===== config.mk =====
export PLATFORM = sky130hd
export DESIGN_NAME = div_seq_ctrl
export DESIGN_NICKNAME = d
export VERILOG_FILES = /design/src/rtl/div_seq_ctrl.sv
export SDC_FILE = /design/constraint.sdc
export NUM_CORES = 1
export LEC_CHECK = 0
export BUFFER_PORTS_ARGS = -buffer_cell sky130_fd_sc_hd__buf_2
export CORE_MARGIN = 2
export CORE_UTILIZATION = 35
export DETAILED_ROUTE_END_ITERATION = 7
export MAX_ROUTING_LAYER = met4
export SYNTH_ARGS = -nofsm -noshare
export SYNTH_HDL_FRONTEND = slang
export SYNTH_SLANG_ARGS = --single-unit

===== constraint.sdc =====
create_clock -name clk -period 3.2 [get_ports clk]
set_input_delay 0.16 -clock clk [delete_from_list [all_inputs] [get_ports clk]]
set_output_delay 0.16 -clock clk [all_outputs]
set_load 0.05 [all_outputs]

===== src/rtl/div_seq_ctrl.sv =====
// div_seq_ctrl: sequencing controller for a 4-bit unsigned restoring divider.
// One subtract-mode add_sub datapath (a - b, carry-out = no borrow) is stepped
// through four iterations, one per clock, to produce quotient and remainder.
//
// Ports:
//   clk          in   system clock, rising edge
//   rst          in   synchronous reset, active-high
//   start        in   divide request, honoured only in IDLE or DONE
//   dividend     in   [3:0] unsigned dividend, captured on accepted start
//   divisor      in   [3:0] unsigned divisor, captured on accepted start
//   busy         out  high while iterating (RUN)
//   done         out  one-cycle strobe, results valid
//   quotient     out  [3:0] held until the next result
//   remainder    out  [3:0] held until the next result
//   div_by_zero  out  set with done when the captured divisor was 0
module div_seq_ctrl (
    input  logic       clk,
    input  logic       rst,
    input  logic       start,
    input  logic [3:0] dividend,
    input  logic [3:0] divisor,
    output logic       busy,
    output logic       done,
    output logic [3:0] quotient,
    output logic [3:0] remainder,
    output logic       div_by_zero
);

    typedef enum logic [1:0] {StIdle, StRun, StDone} state_e;

    state_e     state_q, state_d;
    logic [3:0] d_q, d_d;       // latched divisor
    logic [3:0] r_q, r_d;       // partial remainder
    logic [3:0] q_q, q_d;       // dividend shifting out, quotient shifting in
    logic [1:0] cnt_q, cnt_d;
    logic [3:0] quot_q, quot_d;
    logic [3:0] rem_q, rem_d;
    logic       dbz_q, dbz_d;

    // Datapath for one restoring step.
    logic       m;
    logic [3:0] r4;
    logic [4:0] sub;
    logic       c;
    logic       qb;
    logic [3:0] r_new;
    logic [3:0] q_new;

    always_comb begin
        m     = r_q[3];
        r4    = {r_q[2:0], q_q[3]};
        // Subtract-mode add_sub: sub[4] is the borrow, so carry c = ~borrow.
        sub   = {1'b0, r4} - {1'b0, d_q};
        c     = ~sub[4];
        // With m set the shifted value is >= 16 > D, so the subtract always
        // succeeds and the low 4 bits of the difference are still correct.
        qb    = m | c;
        r_new = qb ? sub[3:0] : r4;
        q_new = {q_q[2:0], qb};
    end

    always_comb begin
        state_d = state_q;
        d_d     = d_q;
        r_d     = r_q;
        q_d     = q_q;
        cnt_d   = cnt_q;
        quot_d  = quot_q;
        rem_d   = rem_q;
        dbz_d   = dbz_q;

        unique case (state_q)
            StIdle, StDone: begin
                state_d = StIdle;
                if (start) begin
                    d_d   = divisor;
                    q_d   = dividend;
                    r_d   = 4'd0;
                    cnt_d = 2'd0;
                    if (divisor == 4'd0) begin
                        state_d = StDone;
                        quot_d  = 4'hF;
                        rem_d   = dividend;
                        dbz_d   = 1'b1;
                    end else begin
                        dbz_d   = 1'b0;
                        state_d = StRun;
                    end
                end
            end
            StRun: begin
                r_d   = r_new;
                q_d   = q_new;
                cnt_d = cnt_q + 2'd1;
                if (cnt_q == 2'd3) begin
                    state_d = StDone;
                    quot_d  = q_new;
                    rem_d   = r_new;
                end
            end
            default: state_d = StIdle;
        endcase
    end

    always_ff @(posedge clk) begin
        if (rst) begin
            state_q <= StIdle;
            d_q     <= 4'd0;
            r_q     <= 4'd0;
            q_q     <= 4'd0;
            cnt_q   <= 2'd0;
            quot_q  <= 4'd0;
            rem_q   <= 4'd0;
            dbz_q   <= 1'b0;
        end else begin
            state_q <= state_d;
            d_q     <= d_d;
            r_q     <= r_d;
            q_q     <= q_d;
            cnt_q   <= cnt_d;
            quot_q  <= quot_d;
            rem_q   <= rem_d;
            dbz_q   <= dbz_d;
        end
    end

    // Outputs decode registered state only; no path from start.
    assign busy        = (state_q == StRun);
    assign done        = (state_q == StDone);
    assign quotient    = quot_q;
    assign remainder   = rem_q;
    assign div_by_zero = dbz_q;

endmodule


======== Word-level counts from Yosys, hierarchy flattened ========
Index checks and enable logic that the tools add are counted.
word-level totals
  register bits ........................... 25
  output and inout port bits .............. 11
  input bits .............................. 11
operators by class
  equal/unequal tests ..................... 6
  add/sub/neg operators ................... 2
  bitwise operators ....................... 2
  reduce and logical (&&, ||, !) cells .... 7
  multiplexer cells ....................... 20
operators by type and width
  kind                                                                   count
  4-bit two-way mux                                                      9
  4-bit case mux with 2 select lines                                     4
  2-bit two-way mux                                                      4
  2-bit case mux with 2 select lines                                     2
  4-bit by 4-bit subtractor with 5-bit output                            1
  2-bit equality test, second input constant                             2
  4-bit zero test                                                        1
  2-bit != test, second input constant                                   2
  2-bit AND reduction                                                    2
  4-bit AND reduction                                                    1
  2-bit by 1-bit adder with 2-bit output, second input constant          1
  2-bit by 1-bit equality test with 1-bit output, second input constant  1
  2-bit zero test                                                        1
  2-bit by 1-bit != test with 1-bit output, second input constant        1
  2-bit nonzero test                                                     1
  2-bit OR reduction                                                     1
  1-bit two-way mux                                                      1
  1-bit inverter                                                         1
  1-bit OR                                                               1

======== Longest topological paths before layout ========
Gate-level depths: netlist of run 1.
  depth in word-level cells ............... 6
  mapped depth ............................ 8
  gate-level depth less buffers ........... 8

======== Least setup slack after synthesis of run 1 ========
Ideal clock, no wire load.
  path type ............................... reg2reg
  start point ............................. register q_q[3]
  end point ............................... register rem_q[3] (netlist: remainder[3])
  path buffers ............................ 0
  required time ........................... 3.119 ns
  setup time .............................. 0.081 ns
  slack ................................... 1.488 ns
  data arrival time ....................... 1.631 ns
  cell stages (with the launch flop) ...... 9
  clock period less this slack ............ 1.712 ns
  cells stage by stage .................... dfxtp_1 -> inv_1 -> ha_1 -> inv_1 -> fa_1 -> and3_1 -> nor3_2 -> a221oi_2 -> a211oi_2
between the ends
  word-level cells in the longest chain between the ends .. 6
ends and longest elaborated chain
  element                                          RTL line  source
  start, declared                                  34        logic [3:0] q_q, q_d;
  start signal, assigned                           119       q_q <= q_d;
  4-bit by 4-bit subtractor with 5-bit output (*)  53        sub = {1'b0, r4} - {1'b0, d_q};
  1-bit inverter                                   54        c = ~sub[4];
  1-bit OR                                         57        qb = m | c;
  4-bit two-way mux (*)                            58        r_new = qb ? sub[3:0] : r4;
  4-bit two-way mux (*)                            95        if (cnt_q == 2'd3) begin
  4-bit case mux with 2 select lines (*)           72        unique case (state_q)
  end signal, assigned                             122       rem_q <= rem_d;
  end, declared                                    37        logic [3:0] rem_q, rem_d;
Every way passes the cells marked *; elsewhere a longest branch is shown, timed or not. The select of a mux whose other input is x is not followed.
A chain may end at the register's enable or synchronous reset.

======== Final worst setup path of run 1 ========
Same ends and word-level chain as after synthesis.

==> impl_metrics.toml, run 1 <==
[hold_path]
hold_start = "divisor[1]"
worst_hold_path.endpoint = "d_q[1]"
whs_path_depth = 3
min_path_type = "in -> reg"

[sta]
hold_violations = 0
finalCritPeriodShare_pct = 57.7
setup_tns_ns = 0
fmax_ghz = 0.542
whs_ns = 0.0887
relSlewSlack_pct = 40.6
worst_slack_ns = 1.35
skew_ns = 0.00768
slew_viol_final = 0
tightest_slew_ns = 0.889
setup_viol = 0
rsz0062_at_grt = "false"
min_period_ns = 1.85

[final_layout]
diodes = 0
final_common_cell = "dfxtp_1"
instances_no_fill = 206
area_growth_pct = 11.0
drive_gt1_share_pct = 30.0
layout_common_cells = "25 x dfxtp_1, 23 x nand2_1, 21 x buf_2, 13 x a21oi_1, 12 x nor2_1"
fin_util_pct = 41.7
final_nets = 178

[synthesis]
yosys.cell_types.count = 36
async_flop_share_pct = 0
yosysTopAreaCellShare_pct = 39.0
synthCells = 143
synth_seq_cells = 25
netlist_area_mm2 = 0.00128
seq_area_frac_synth_pct = 39.0
synth_warnings = 0
synth_ff_type = "dfxtp_1"
avgSynthCellArea_um2 = 8.97
synth_edf_count = 0
synth_largest_area_cell = "dfxtp_1"
synth.area.top_cells = "dfxtp_1 39%, a211oi_2 6.8%, nand2_1 6.7%"
synthesis.nets = 160

[clock_tree]
htreeDepth = 1
cts_resized = 0
cts_hold_buf = 0
numCtsBuffers = 3
clockBufferDepth = 2
cts_tree = "done"
cts_setup_buffers = 0
clkSinkCount = 25
root_buffer = "clkbuf_4"
clk_latency_ns = 0.32
cts.clk_slew.worst_paths_ns = 0.14

[pwr]
netSwitchingPower_mw = 0.212
swShare_pct = 33.0
combPwrFrac_pct = 23.7
power.density_mw_per_mm2 = 450
vdd_ir_drop_max_mv = 0.237
clkPwrFrac_pct = 22.7
power.leakage_nw = 0.572
seqPwrFrac_pct = 53.6
p_int_mw = 0.429

[routing]
wl_met3_um = 61
remaining_drc_errors = 0
dr.pass1.iters = 4
vias = 1051
met1_length_um = 1340
vias_per_cell = 5.10
wl_met2_um = 1210
highest_layer = "met4"
drt-initial-drc-count = 26
wl_per_cell_um = 12.8
totalWireLength_um = 2640
postRouteAntennaNets = 0

[critical_path]
reg2reg_from = "q_q[3]"
startpoint_type = "flop"
worstPathMaxFanout = 3
cpMostUsedCell = "inv_1"
cp_top_family = "adder cells"
r2r-end = "remainder[3]"
worst_ep_required_time_ns = 3.46
end_kind = "flop"
ff2ff_path_depth = 8
critPathMaxStageDelay_ns = 0.41
cp_num_buf_inv = 2
path_class = "reg -> reg"
worstPathArrival_ns = 2.11
cp_cell_sequence = "inv_1, ha_1, inv_1, fa_1, and3_1, nor3_2, a221oi_2, a211oi_2"
crit_slowest_cell = "fa_1"
reg2reg_slack_ns = 1.35

[floorplan]
die_y_um = 64.5
die_area_mm2 = 0.00416
coreArea_mm2 = 0.00342
die_w_um = 64.5
initial_utilization_pct = 37.5
io_pins = 22
num_rows = 21

[global_route]
grt_pass1_wl_um = 4580
overflow = 0
first_global_vias = 1023
grt_start_max_net_pins = 26
grt_usage_pct = 14.2
antenna_found_initial = 0

[placement]
dp_hpwl_um = 1960
dp_cells = 202
place_congestion = 0.761
place_ws_ns = 1.37
port_buffers = 21

[status]
outcome = "finished clean"

[flow_run]
drv_cap = 0
## worst min-delay path, cell delays in order
cell,delay (ns)
buf_2,0.12
nand2_1,0.05
a21oi_1,0.05
## stage by stage
step | area (µm²) | power, mW
5_1_grt | 1420 | 0.680
3_3_place_gp | 1400 | 0.499
2_1_floorplan | 1280 | 0.467
4_1_cts | 1420 | 0.646
6_report | 1420 | 0.641
3_5_place_dp | 1400 | 0.502
## layer usage
metal  vias up  global-route usage [%]
met5         -                       -
met4         0                    4.52
met3         4                    1.56
met2        11                    23.2
met1       499                    18.5
li1        537                       -
## synthesized netlist by cell type, types with 2 or more instances
cell type and instances:
buf_1 2, a21oi_1 13, and3_1 2, nor3_2 3
nor2b_1 2, clkbuf_1 3, dfxtp_1 25, ha_1 5
o211ai_1 2, nor2_2 7, nor2_1 12, a211oi_2 7
nand2_1 23, o21ai_0 4, inv_1 5, nand3_1 3
a311oi_1 5, buf_2 2
## sequential cells by signal, indices dropped and copies added (netlist names)
register / cells
d_q: 4
r_q: 4
quotient: 4
q_q: 4
state_q: 2
div_by_zero: 1
remainder: 4
cnt_q: 2
## cell families after synthesis
logic type                 count (synthesis)  synth area share (%)
DFF                                       25                  39.0
AOI/OAI and AO/OA                         39                  24.7
buffers and inverters                     14                  5.56
adders and majority gates                  6                  6.44
and+or+nand+nor                           58                  23.6
xor gates and xnor gates                   1                 0.683
## power by group through the flow
stage,sequential (mW),clock [mW],combinational [mW]
global route,0.347,0.162,0.171
global placement,0.350,0,0.149
detailed placement,0.350,0,0.151
finish,0.344,0.146,0.152
floorplan,0.355,0,0.112
CTS,0.343,0.151,0.152
## how the worst max path moves through the flow
| stage | start | to | slack (ns) | cells after the start |
|---|---|---|---|---|
| global placement | q_q[3] | remainder[3] | 1.42 | 8 |
| global route | q_q[3] | remainder[3] | 1.21 | 8 |
| detailed placement | q_q[3] | remainder[3] | 1.37 | 8 |
| finish | q_q[3] | remainder[3] | 1.35 | 8 |
| CTS | q_q[3] | remainder[3] | 1.34 | 8 |
| floorplan | q_q[3] | remainder[3] | 1.49 | 8 |
## cell type report
type	count	area, µm²
timing repair buffer	21	105
fill	368	1990
inverter	6	22.5
clock buffer	3	22.5
tap	46	57.6
clock inverter	1	5.00
sequential	25	500
multi-input combinational	104	711
Note: power is estimated with default switching activity, not from simulation.
==> inputs of run 2 (changes only) <==
--- a/config.mk
+++ b/config.mk
@@ -5,6 +5,7 @@
 export SDC_FILE = /design/constraint.sdc
 export NUM_CORES = 1
 export LEC_CHECK = 0
+export ABC_AREA = 1
 export BUFFER_PORTS_ARGS = -buffer_cell sky130_fd_sc_hd__buf_2
 export CORE_MARGIN = 2
 export CORE_UTILIZATION = 35
==> constraint.sdc (replaced) <==
create_clock -name clk -period 1.9 [get_ports clk]
set_input_delay 0.095 -clock clk [delete_from_list [all_inputs] [get_ports clk]]
set_output_delay 0.095 -clock clk [all_outputs]
set_load 0.05 [all_outputs]
==> run 2 against run 1 <==
Against the previous run:
- cell count up 17%
- clock-buffer cell count up 1
- global-route usage is 0.44 points higher
- total power is 100% higher
- synthesized area grew 0.29%
- fmax is 6.9% higher
- hold slack improved by 0.0056 ns
- critical path depth up 3
- clock skew decreased by 0.0032 ns
- die area increased by 0.28%
- largest power group unchanged
==> impl_metrics.toml, run 2 <==
[status]
outcome = "finished clean"

[sta]
tightest_slew_ns = 0.428
rsz0062_at_grt = "false"
relSlewSlack_pct = 71.4
hold_violations = 0
min_period_ns = 1.73
fmax_ghz = 0.579
setup_tns_ns = 0
setup_viol = 0
whs_ns = 0.0943
skew_ns = 0.00452
slew_viol_final = 0
finalCritPeriodShare_pct = 90.9

[final_layout]
diodes = 0
final_nets = 212
drive_gt1_share_pct = 19.1
area_growth_pct = 14.4
layout_common_cells = "37 x nand2_1, 25 x inv_1, 25 x dfxtp_1, 21 x buf_2, 20 x a21oi_1"
final_common_cell = "nand2_1"

[critical_path]
worstPathArrival_ns = 1.89
startpoint_type = "flop"
cp_cell_sequence = "inv_1, ha_1, inv_1, fa_2, nand2_1, nand2_1, nand2_4, nand2_1, nand3_1, nand2_1, o21a_1"
cp_top_family = "simple AND/OR/NAND/NOR gates"
worst_ep_required_time_ns = 2.06
worstPathMaxFanout = 7
path_class = "reg -> reg"
cp_num_buf_inv = 2
crit_slowest_cell = "fa_2"
cpMostUsedCell = "nand2_1"
end_kind = "flop"
critPathMaxStageDelay_ns = 0.35

[placement]
place_congestion = 0.832
dp_hpwl_um = 2030
port_buffers = 21

[synthesis]
yosys.area_share.simple_pct = 28.5
synth_common_cells = "38 x nand2_1, 25 x dfxtp_1, 25 x inv_1"
synth_mux_area_share_pct = 0
synth_seq_cells = 25
synth.most_common_cell = "nand2_1"
seq_area_frac_synth_pct = 38.9
async_flop_share_pct = 0
yosys.cell_types.count = 25
synth_warnings = 0
synth_compound_area_share_pct = 14.6
synthesis.nets = 191
synth_largest_area_cell = "dfxtp_1"
synthCells = 174
synth_xor_xnor_area_share_pct = 0.681
avgSynthCellArea_um2 = 7.39
synthAdderAreaFrac_pct = 6.42
synth_ff_type = "dfxtp_1"
netlist_area_mm2 = 0.00129
synth_top_family_by_area = "simple AND/OR/NAND/NOR gates"
synth_edf_count = 0
yosysTopAreaCellShare_pct = 38.9
synth.area.top_cells = "dfxtp_1 39%, nand2_1 11%, a21oi_1 7.8%"

[floorplan]
die_y_um = 64.6
die_w_um = 64.6
num_rows = 22
io_pins = 22
coreArea_mm2 = 0.00361
initial_utilization_pct = 35.7
die_area_mm2 = 0.00418

[clock_tree]
cts.clk_slew.worst_paths_ns = 0.09
numCtsBuffers = 3
root_buffer = "clkbuf_8"
htreeDepth = 1
clk_latency_ns = 0.27
cts_tree = "done"
cts_setup_buffers = 0
clkSinkCount = 25
clockBufferDepth = 2

[global_route]
grt_start_max_net_pins = 16
antenna_found_initial = 0
first_global_vias = 1086
grt_usage_pct = 14.6
gr-max-usage-layer = "met2"
grtUsageMet1_pct = 17.5
grt_use_met3_pct = 3.30
overflow = 0
met2_usage_pct = 24.7
grt_pass1_wl_um = 4640

[pwr]
vdd_ir_drop_max_mv = 0.398
power.density_mw_per_mm2 = 870
clkPwrFrac_pct = 24.7
swShare_pct = 35.1
power.leakage_nw = 0.716
netSwitchingPower_mw = 0.449
p_int_mw = 0.831
combPwrFrac_pct = 28.8
seqPwrFrac_pct = 46.6

[routing]
dr.pass1.iters = 4
totalWireLength_um = 2730
drt-initial-drc-count = 67
vias = 1149
wl_per_cell_um = 11.3
vias_per_cell = 4.75
postRouteAntennaNets = 0
remaining_drc_errors = 0

[hold_path]
min_path_type = "in -> reg"

[flow_run]
drv_cap = 0
[run 2: changes by cell type after synthesis, sizes merged, moves of 4 or more]
| cell | before | now |
|---|---|---|
| o21ai | 4 | 8 |
| nand4 | 1 | 8 |
| a211oi | 7 | 2 |
| a311oi | 5 | 0 |
| nand3 | 3 | 11 |
| a21oi | 13 | 20 |
| nand2 | 23 | 43 |
| nor2 | 19 | 11 |
| inv | 6 | 26 |
[run 2: stage by stage]
stage	cells	util, %	instance area (µm²)	worst slack (ns)	total power, mW
2_1_floorplan	174	-	1290	0.243	0.893
3_3_place_gp	238	39.3	1420	0.126	0.966
3_5_place_dp	238	39.3	1420	0.0775	0.966
4_1_cts	242	40.5	1460	0.0571	1.28
5_1_grt	242	40.8	1470	0.0371	1.36
6_report	242	40.8	1470	0.173	1.28
[run 2: path summary, 6_finish.rpt]
| kind | start | endpoint | slack [ns] | depth (start not counted) |
|---|---|---|---|---|
| max | q_q[3] | remainder[2] | 0.17 | 11 |
| min | divisor[0] | d_q[0] | 0.09 | 3 |
| max reg2reg | q_q[3] | remainder[2] | 0.17 | 11 |
| min reg2reg | quotient[1] | quotient[1] | 0.47 | 2 |
[run 2: power by group through the flow]
stage	sequential (mW)	clock (mW)	combinational, mW
finish	0.596	0.316	0.369
global route	0.601	0.346	0.416
CTS	0.596	0.322	0.359
detailed placement	0.609	0	0.357
global placement	0.608	0	0.358
floorplan	0.663	0	0.229
[run 2: logic make-up (layout without fill, tap and decap cells)]
family,Yosys count,in the layout
AND/OR/NAND/NOR,77,77
XOR/XNOR,1,1
flip-flops,25,25
buffers and inverters,32,52
adder cells (fa/ha/maj),6,6
AO/OA/AOI/OAI,33,33
[run 2: what timing repair did]
action | 4_1_cts | 5_1_grt
hold buffers | 0 | 0
endpoints found under the setup margin | 0 | 8
resized for setup | 0 | 3
[run 2: tightest hold or removal path: cells and delay by family]
family / cells / cell delay (ns)
compound gates: 1 / 0.07
buf+inv: 1 / 0.08
simple gates: 1 / 0.08
[run 2: layout make-up]
type	count	area (µm²)
Clock buffer	4	45.0
Inverter	26	97.6
Tap cell	48	60.1
Sequential cell	25	500
Multi-Input combinational cell	117	656
Fill cell	390	2130
Timing Repair Buffer	22	113
[run 2: metal layers]
metal  vias to the layer above  wire, µm
met4                         0        18
met2                        22      1260
met1                       524      1350
met5                         -         0
li1                        601         -
met3                         2       104
